--- src/rtl/iob_fp_mul_arb.sv ---
// Round-robin arbiter that shares one pipelined FP multiplier among N_REQ requesters.
// Each issued operation carries its requester index through a tag pipe that mirrors the multiplier latency.
module iob_fp_mul_arb #(
   parameter int DATA_W  = 32,
   parameter int EXP_W   = 8,
   parameter int N_REQ   = 4,
   parameter int MUL_LAT = 4
) (
   input  logic                    clk_i,
   input  logic                    rst_i,
   input  logic                    en_i,
   input  logic [N_REQ-1:0]        req_valid_i,
   output logic [N_REQ-1:0]        req_ready_o,
   input  logic [N_REQ*DATA_W-1:0] req_op_a_i,
   input  logic [N_REQ*DATA_W-1:0] req_op_b_i,
   output logic [N_REQ-1:0]        resp_valid_o,
   output logic [DATA_W-1:0]       resp_res_o,
   output logic                    mul_start_o,
   output logic [DATA_W-1:0]       mul_op_a_o,
   output logic [DATA_W-1:0]       mul_op_b_o,
   input  logic                    mul_done_i,
   input  logic [DATA_W-1:0]       mul_res_i,
   output logic                    busy_o,
   output logic                    error_o
);
   localparam int IDX_W = (N_REQ > 1) ? $clog2(N_REQ) : 1;

   if (EXP_W >= DATA_W || N_REQ < 1 || MUL_LAT < 1) begin : g_param_check
      $error("iob_fp_mul_arb: invalid parameter combination");
   end

   logic [DATA_W-1:0] op_a [N_REQ];
   logic [DATA_W-1:0] op_b [N_REQ];

   for (genvar gi = 0; gi < N_REQ; gi++) begin : g_unpack
      assign op_a[gi] = req_op_a_i[gi*DATA_W +: DATA_W];
      assign op_b[gi] = req_op_b_i[gi*DATA_W +: DATA_W];
   end

   logic [IDX_W-1:0]  ptr_reg, ptr_next;
   logic [N_REQ-1:0]  grant;
   logic [IDX_W-1:0]  grant_idx;
   logic              grant_found;
   logic              accept;
   int                scan_idx;

   // Scan from the pointer and wrap; the first valid requester wins.
   always_comb begin
      grant       = '0;
      grant_idx   = '0;
      grant_found = 1'b0;
      scan_idx    = 0;
      for (int i = 0; i < N_REQ; i++) begin
         scan_idx = int'(ptr_reg) + i;
         if (scan_idx >= N_REQ) begin
            scan_idx = scan_idx - N_REQ;
         end
         if (en_i && !grant_found && req_valid_i[scan_idx]) begin
            grant_found     = 1'b1;
            grant[scan_idx] = 1'b1;
            grant_idx       = IDX_W'(scan_idx);
         end
      end
   end

   assign accept      = grant_found;
   assign req_ready_o = grant;

   always_comb begin
      ptr_next = ptr_reg;
      if (accept) begin
         ptr_next = (grant_idx == IDX_W'(N_REQ - 1)) ? '0 : grant_idx + IDX_W'(1);
      end
   end

   logic              issue_valid_reg;
   logic [IDX_W-1:0]  issue_idx_reg;
   logic [DATA_W-1:0] op_a_reg, op_b_reg;

   always_ff @(posedge clk_i) begin
      if (rst_i) begin
         ptr_reg         <= '0;
         issue_valid_reg <= 1'b0;
         issue_idx_reg   <= '0;
         op_a_reg        <= '0;
         op_b_reg        <= '0;
      end else begin
         ptr_reg         <= ptr_next;
         issue_valid_reg <= accept;
         if (accept) begin
            issue_idx_reg <= grant_idx;
            op_a_reg      <= op_a[grant_idx];
            op_b_reg      <= op_b[grant_idx];
         end
      end
   end

   assign mul_start_o = issue_valid_reg;
   assign mul_op_a_o  = op_a_reg;
   assign mul_op_b_o  = op_b_reg;

   // Stage 0 follows the issue register, so the last stage lines up with mul_done_i.
   logic [MUL_LAT-1:0] tag_valid_reg;
   logic [IDX_W-1:0]   tag_idx_reg [MUL_LAT];

   always_ff @(posedge clk_i) begin
      if (rst_i) begin
         tag_valid_reg[0] <= 1'b0;
         tag_idx_reg[0]   <= '0;
      end else begin
         tag_valid_reg[0] <= issue_valid_reg;
         tag_idx_reg[0]   <= issue_idx_reg;
      end
   end

   for (genvar gi = 1; gi < MUL_LAT; gi++) begin : g_tag_pipe
      always_ff @(posedge clk_i) begin
         if (rst_i) begin
            tag_valid_reg[gi] <= 1'b0;
            tag_idx_reg[gi]   <= '0;
         end else begin
            tag_valid_reg[gi] <= tag_valid_reg[gi-1];
            tag_idx_reg[gi]   <= tag_idx_reg[gi-1];
         end
      end
   end

   logic              head_valid;
   logic [IDX_W-1:0]  head_idx;
   logic              resp_fire;
   logic [N_REQ-1:0]  resp_onehot;
   logic [N_REQ-1:0]  resp_valid_reg;
   logic [DATA_W-1:0] resp_res_reg;
   logic              error_reg;

   assign head_valid = tag_valid_reg[MUL_LAT-1];
   assign head_idx   = tag_idx_reg[MUL_LAT-1];
   assign resp_fire  = head_valid & mul_done_i;

   always_comb begin
      resp_onehot = '0;
      if (resp_fire) begin
         resp_onehot[head_idx] = 1'b1;
      end
   end

   // Any disagreement between the tag head and mul_done_i means the multiplier latency is off.
   always_ff @(posedge clk_i) begin
      if (rst_i) begin
         resp_valid_reg <= '0;
         resp_res_reg   <= '0;
         error_reg      <= 1'b0;
      end else begin
         resp_valid_reg <= resp_onehot;
         if (resp_fire) begin
            resp_res_reg <= mul_res_i;
         end
         if (head_valid != mul_done_i) begin
            error_reg <= 1'b1;
         end
      end
   end

   assign resp_valid_o = resp_valid_reg;
   assign resp_res_o   = resp_res_reg;
   assign error_o      = error_reg;
   assign busy_o       = issue_valid_reg | (|tag_valid_reg) | (|resp_valid_reg);

endmodule

--- config.mk ---
export PLATFORM = sky130hd
export DESIGN_NAME = iob_fp_mul_arb
export DESIGN_NICKNAME = d
export VERILOG_FILES = /design/src/rtl/iob_fp_mul_arb.sv
export SDC_FILE = /design/constraint.sdc
export NUM_CORES = 1
export LEC_CHECK = 0
export CELL_PAD_IN_SITES_DETAIL_PLACEMENT = 0
export CELL_PAD_IN_SITES_GLOBAL_PLACEMENT = 1
export CORE_MARGIN = 2
export CORE_UTILIZATION = 24
export CTS_CLUSTER_SIZE = 25
export DETAILED_ROUTE_END_ITERATION = 8
export GPL_ROUTABILITY_DRIVEN = 0
export HOLD_SLACK_MARGIN = 0.05
export PLACE_DENSITY = 0.86
export SYNTH_ARGS = -nofsm -noshare
export SYNTH_HDL_FRONTEND = slang
export SYNTH_SLANG_ARGS = --single-unit
--- constraint.sdc ---
create_clock -name clk_i -period 3.06 [get_ports clk_i]
set_input_delay 0.612 -clock clk_i [delete_from_list [all_inputs] [get_ports clk_i]]
set_output_delay 0.612 -clock clk_i [all_outputs]
set_load 0.01 [all_outputs]
==> run_results.csv <==
group,metric,value,unit
run_status,status,"complete, but fails checks",
run_status,failed_checks,"negative setup slack",
cells_and_area,syn2layout_area_growth,89.28,%
floorplan,io_pins,403,
sta,whs,0.4415,ns
detailed_routing,vias_per_cell,4.628,
synth,synth.area.top_cells,"dfxtp_1, mux2i_1, nor2b_1",
cells_and_area,diodes,0,
place,placed_area,10980,sq um
detailed_routing,drc_errors,0,
synth,synth_seq_cells,118,
cells_and_area,multi_input_area,3910,sq um
critical_path,reg2reg_to,"mul_op_a_o[16]",
synth,synth_top_area_share,37.00,%
critical_path,reg2reg_setup_slack,0.01,ns
power,power_frac_comb,44.3,%
cts,clk_latency,0.43,ns
cts,postCtsHoldBufs,0,
min_path,min_path_cells,1,
power,p_leak,5.129,nW
power,switching_share,32.89,%
grt,grtUsageTotal,16.04,%
sta,rsz0062_at_grt,"yes",
synth,syn_inst,654,
synth,synth_fp_nets,959,
power,clkPwrFrac,27.8,%
detailed_routing,wire_per_inst,17.46,microns
cts,clockBufferDepth,2,
synth,synth_flop_cell,"dfxtp_1",
detailed_routing,first_iter_violations,294,
detailed_routing,drtPass1Iterations,5,
power,irDropWorstVdd,0.3214,mV
cts,cts_tree,"yes",
min_path,min-delay-start,"tag_idx_reg[2][1]",
sta,finalClockSkew,0.01419,ns
sta,drv_slew,0,
floorplan,core.rowCount,59,
power,p_switching,2.333,mW
cells_and_area,seq_area,2365,sq um
sta,tightest_slew,0.4628,ns
synth,syn_area_per_cell,9.763,sq um
cts,cts_root_buffer,"clkbuf_16",
grt,grt-ovfl-total,0,
place,post-dp-hpwl,17.30,mm
critical_path,endpoint_kind,"output port",
cts,cts_num_sinks,118,
sta,setup_ws,-0.08425,ns
synth,yosysUniqueCellTypes,40,
cells_and_area,layout_common_cells,"clkdlybuf4s50_1, mux2i_1, dfxtp_1",
synth,synth_edf_count,0,
floorplan,die_w,167.1,microns
critical_path,worst_ep_required_time,2.45,ns
power,pwr-share-seq,27.9,%
critical_path,rr_worst_depth,11,
floorplan,dieHeight,167.1,microns
grt,grt_pass1_wl,35.89,mm
floorplan,core_area,26060,sq um
detailed_routing,drtAntennaViolNets,0,
cells_and_area,final_net_count,1394,
min_path,min_to,"tag_idx_reg[3][1]",
cts,htreeDepth,4,
detailed_routing,routed_wl,25.10,mm
cts,cts_buffers,17,
sta,post-route-min-period,3.144,ns
synth,yosysTopAreaCell,"dfxtp_1",
run,drv_cap,0,
cells_and_area,layout-drive-gt1-share,14.25,%
cells_and_area,fill_cells,2470,
power,p_per_area,586.9,nW/um^2
detailed_routing,vias,6651,
sta,relSlewSlack,69.15,%
min_path,hold_class,"flop to flop",
sta,hold_violations,0,
critical_path,cp_max_fo,5,
synth,ys.warnings.count,0,
floorplan,start_util,24.50,%
critical_path,cp.arrival,2.53,ns
critical_path,critical_path_class,"flop to output port",
sta,max_freq,0.3180,GHz
synth,synth-async-reset-ratio,0,%
grt,first_global_vias,6730,
floorplan,dieArea,27920,sq um
power,p_int,4.760,mW
cells_and_area,postLayoutCoreUtil,46.38,%
critical_path,r2r-start,"ptr_reg[0]",
grt,grt_max_degree,54,
critical_path,start_kind,"flop",
synth,synthesis.area,6385,sq um
place,portBuffers,402,
cells_and_area,fin_area,12090,sq um
cts,clkTransAtPathRegs,0.06,ns
synth,yosysSeqAreaShare,37.00,%
cells_and_area,final_common_cell,"clkdlybuf4s50_1",
sta,period_share,102.8,%
sta,setup_violations,4,
grt,grt_antenna_before_repair,0,
## worst max path at each step
| stage | slack, ns | start | to | depth (start not counted) |
|---|---|---|---|---|
| global placement | -0.49 | req_valid_i[1] | req_ready_o[2] | 7 |
| detailed placement | -0.54 | req_valid_i[1] | req_ready_o[2] | 7 |
| global route | -0.17 | ptr_reg[0] | req_ready_o[0] | 8 |
| CTS | -0.02 | ptr_reg[0] | req_ready_o[0] | 9 |
| finish | -0.08 | ptr_reg[0] | req_ready_o[0] | 8 |
| floorplan | 0.03 | ptr_reg[0] | mul_op_a_o[12] | 9 |
## cells in the mapped netlist, types with 2 or more instances
cell / number
mux2i_1: 165
dfxtp_1: 118
nor2b_1: 75
nor2_1: 72
nand2_1: 39
o221ai_1: 33
a221oi_1: 31
clkbuf_1: 29
buf_6: 14
buf_2: 9
ha_1: 9
inv_1: 8
a21oi_1: 5
a211oi_1: 4
mux4_2: 4
o21ai_0: 4
a222oi_1: 3
a22o_1: 3
nand3_1: 3
nor3_1: 3
a22oi_1: 2
buf_1: 2
nor4bb_1: 2
## what timing repair did
action,CTS,global route
endpoints found under the hold margin,0,0
gates resized for setup,33,40
cloned,0,9
setup endpoints to repair,4,39
setup buffers,12,6
pin swaps,8,20
## power by group through the flow
stage               logic (mW)  registers, mW  clock network, mW
finish                    3.14           1.98               1.97
floorplan                 1.26           2.12                  0
CTS                       2.86           1.98               2.02
detailed placement        2.77           2.00                  0
global route              3.35           2.01               2.11
global placement          2.76           2.00                  0
## cells by family after synthesis
| group | after synthesis | synth area share [%] |
|---|---|---|
| multiplexers | 170 | 27.45 |
| AND/OR/NAND/NOR | 203 | 16.05 |
| buffers and inverters | 62 | 5.467 |
| AO/OA/AOI/OAI | 92 | 12.27 |
| adder cells (fa/ha/maj) | 9 | 1.764 |
| flip-flops | 118 | 37.00 |
## worst max-delay path, cell delays in order (launching register included)
cell and delay (ns):
dfxtp_2 0.33, inv_2 0.05, ha_4 0.27, mux4_2 0.57, buf_6 0.16, nor4b_4 0.37
a222oi_1 0.18, inv_1 0.08, buf_2 0.12
## layer usage
layer / routed length, microns / GRT usage [%] / part of all wire [%]
met5: 0 / 0 / 0
met3: 1638 / 4.656 / 6.5
met2: 12590 / 28.56 / 50
met4: 439 / 4.235 / 1.7
met1: 10430 / 18.82 / 42
## area by class of cell
type	instances	share of cell area, %
multi-input combinational	474	32.35
clock inverter	13	1.015
tap	335	3.468
inverter	8	0.2485
timing repair buffer	470	39.68
clock buffer	19	3.665
sequential	118	19.57
## through the flow
step / total power, mW / setup slack (ns) / instances / TNS [ns]
5_1_grt: 7.472 / -0.1703 / 1437 / -1.506
6_report: 7.093 / -0.08425 / 1437 / -0.2871
3_5_place_dp: 4.773 / -0.5416 / 1380 / -19.66
2_1_floorplan: 3.380 / 0.03177 / 654 / 0
3_3_place_gp: 4.759 / -0.4903 / 1380 / -16.50
4_1_cts: 6.859 / -0.02470 / 1424 / -0.02470
Power figures use the tool's default switching activity.
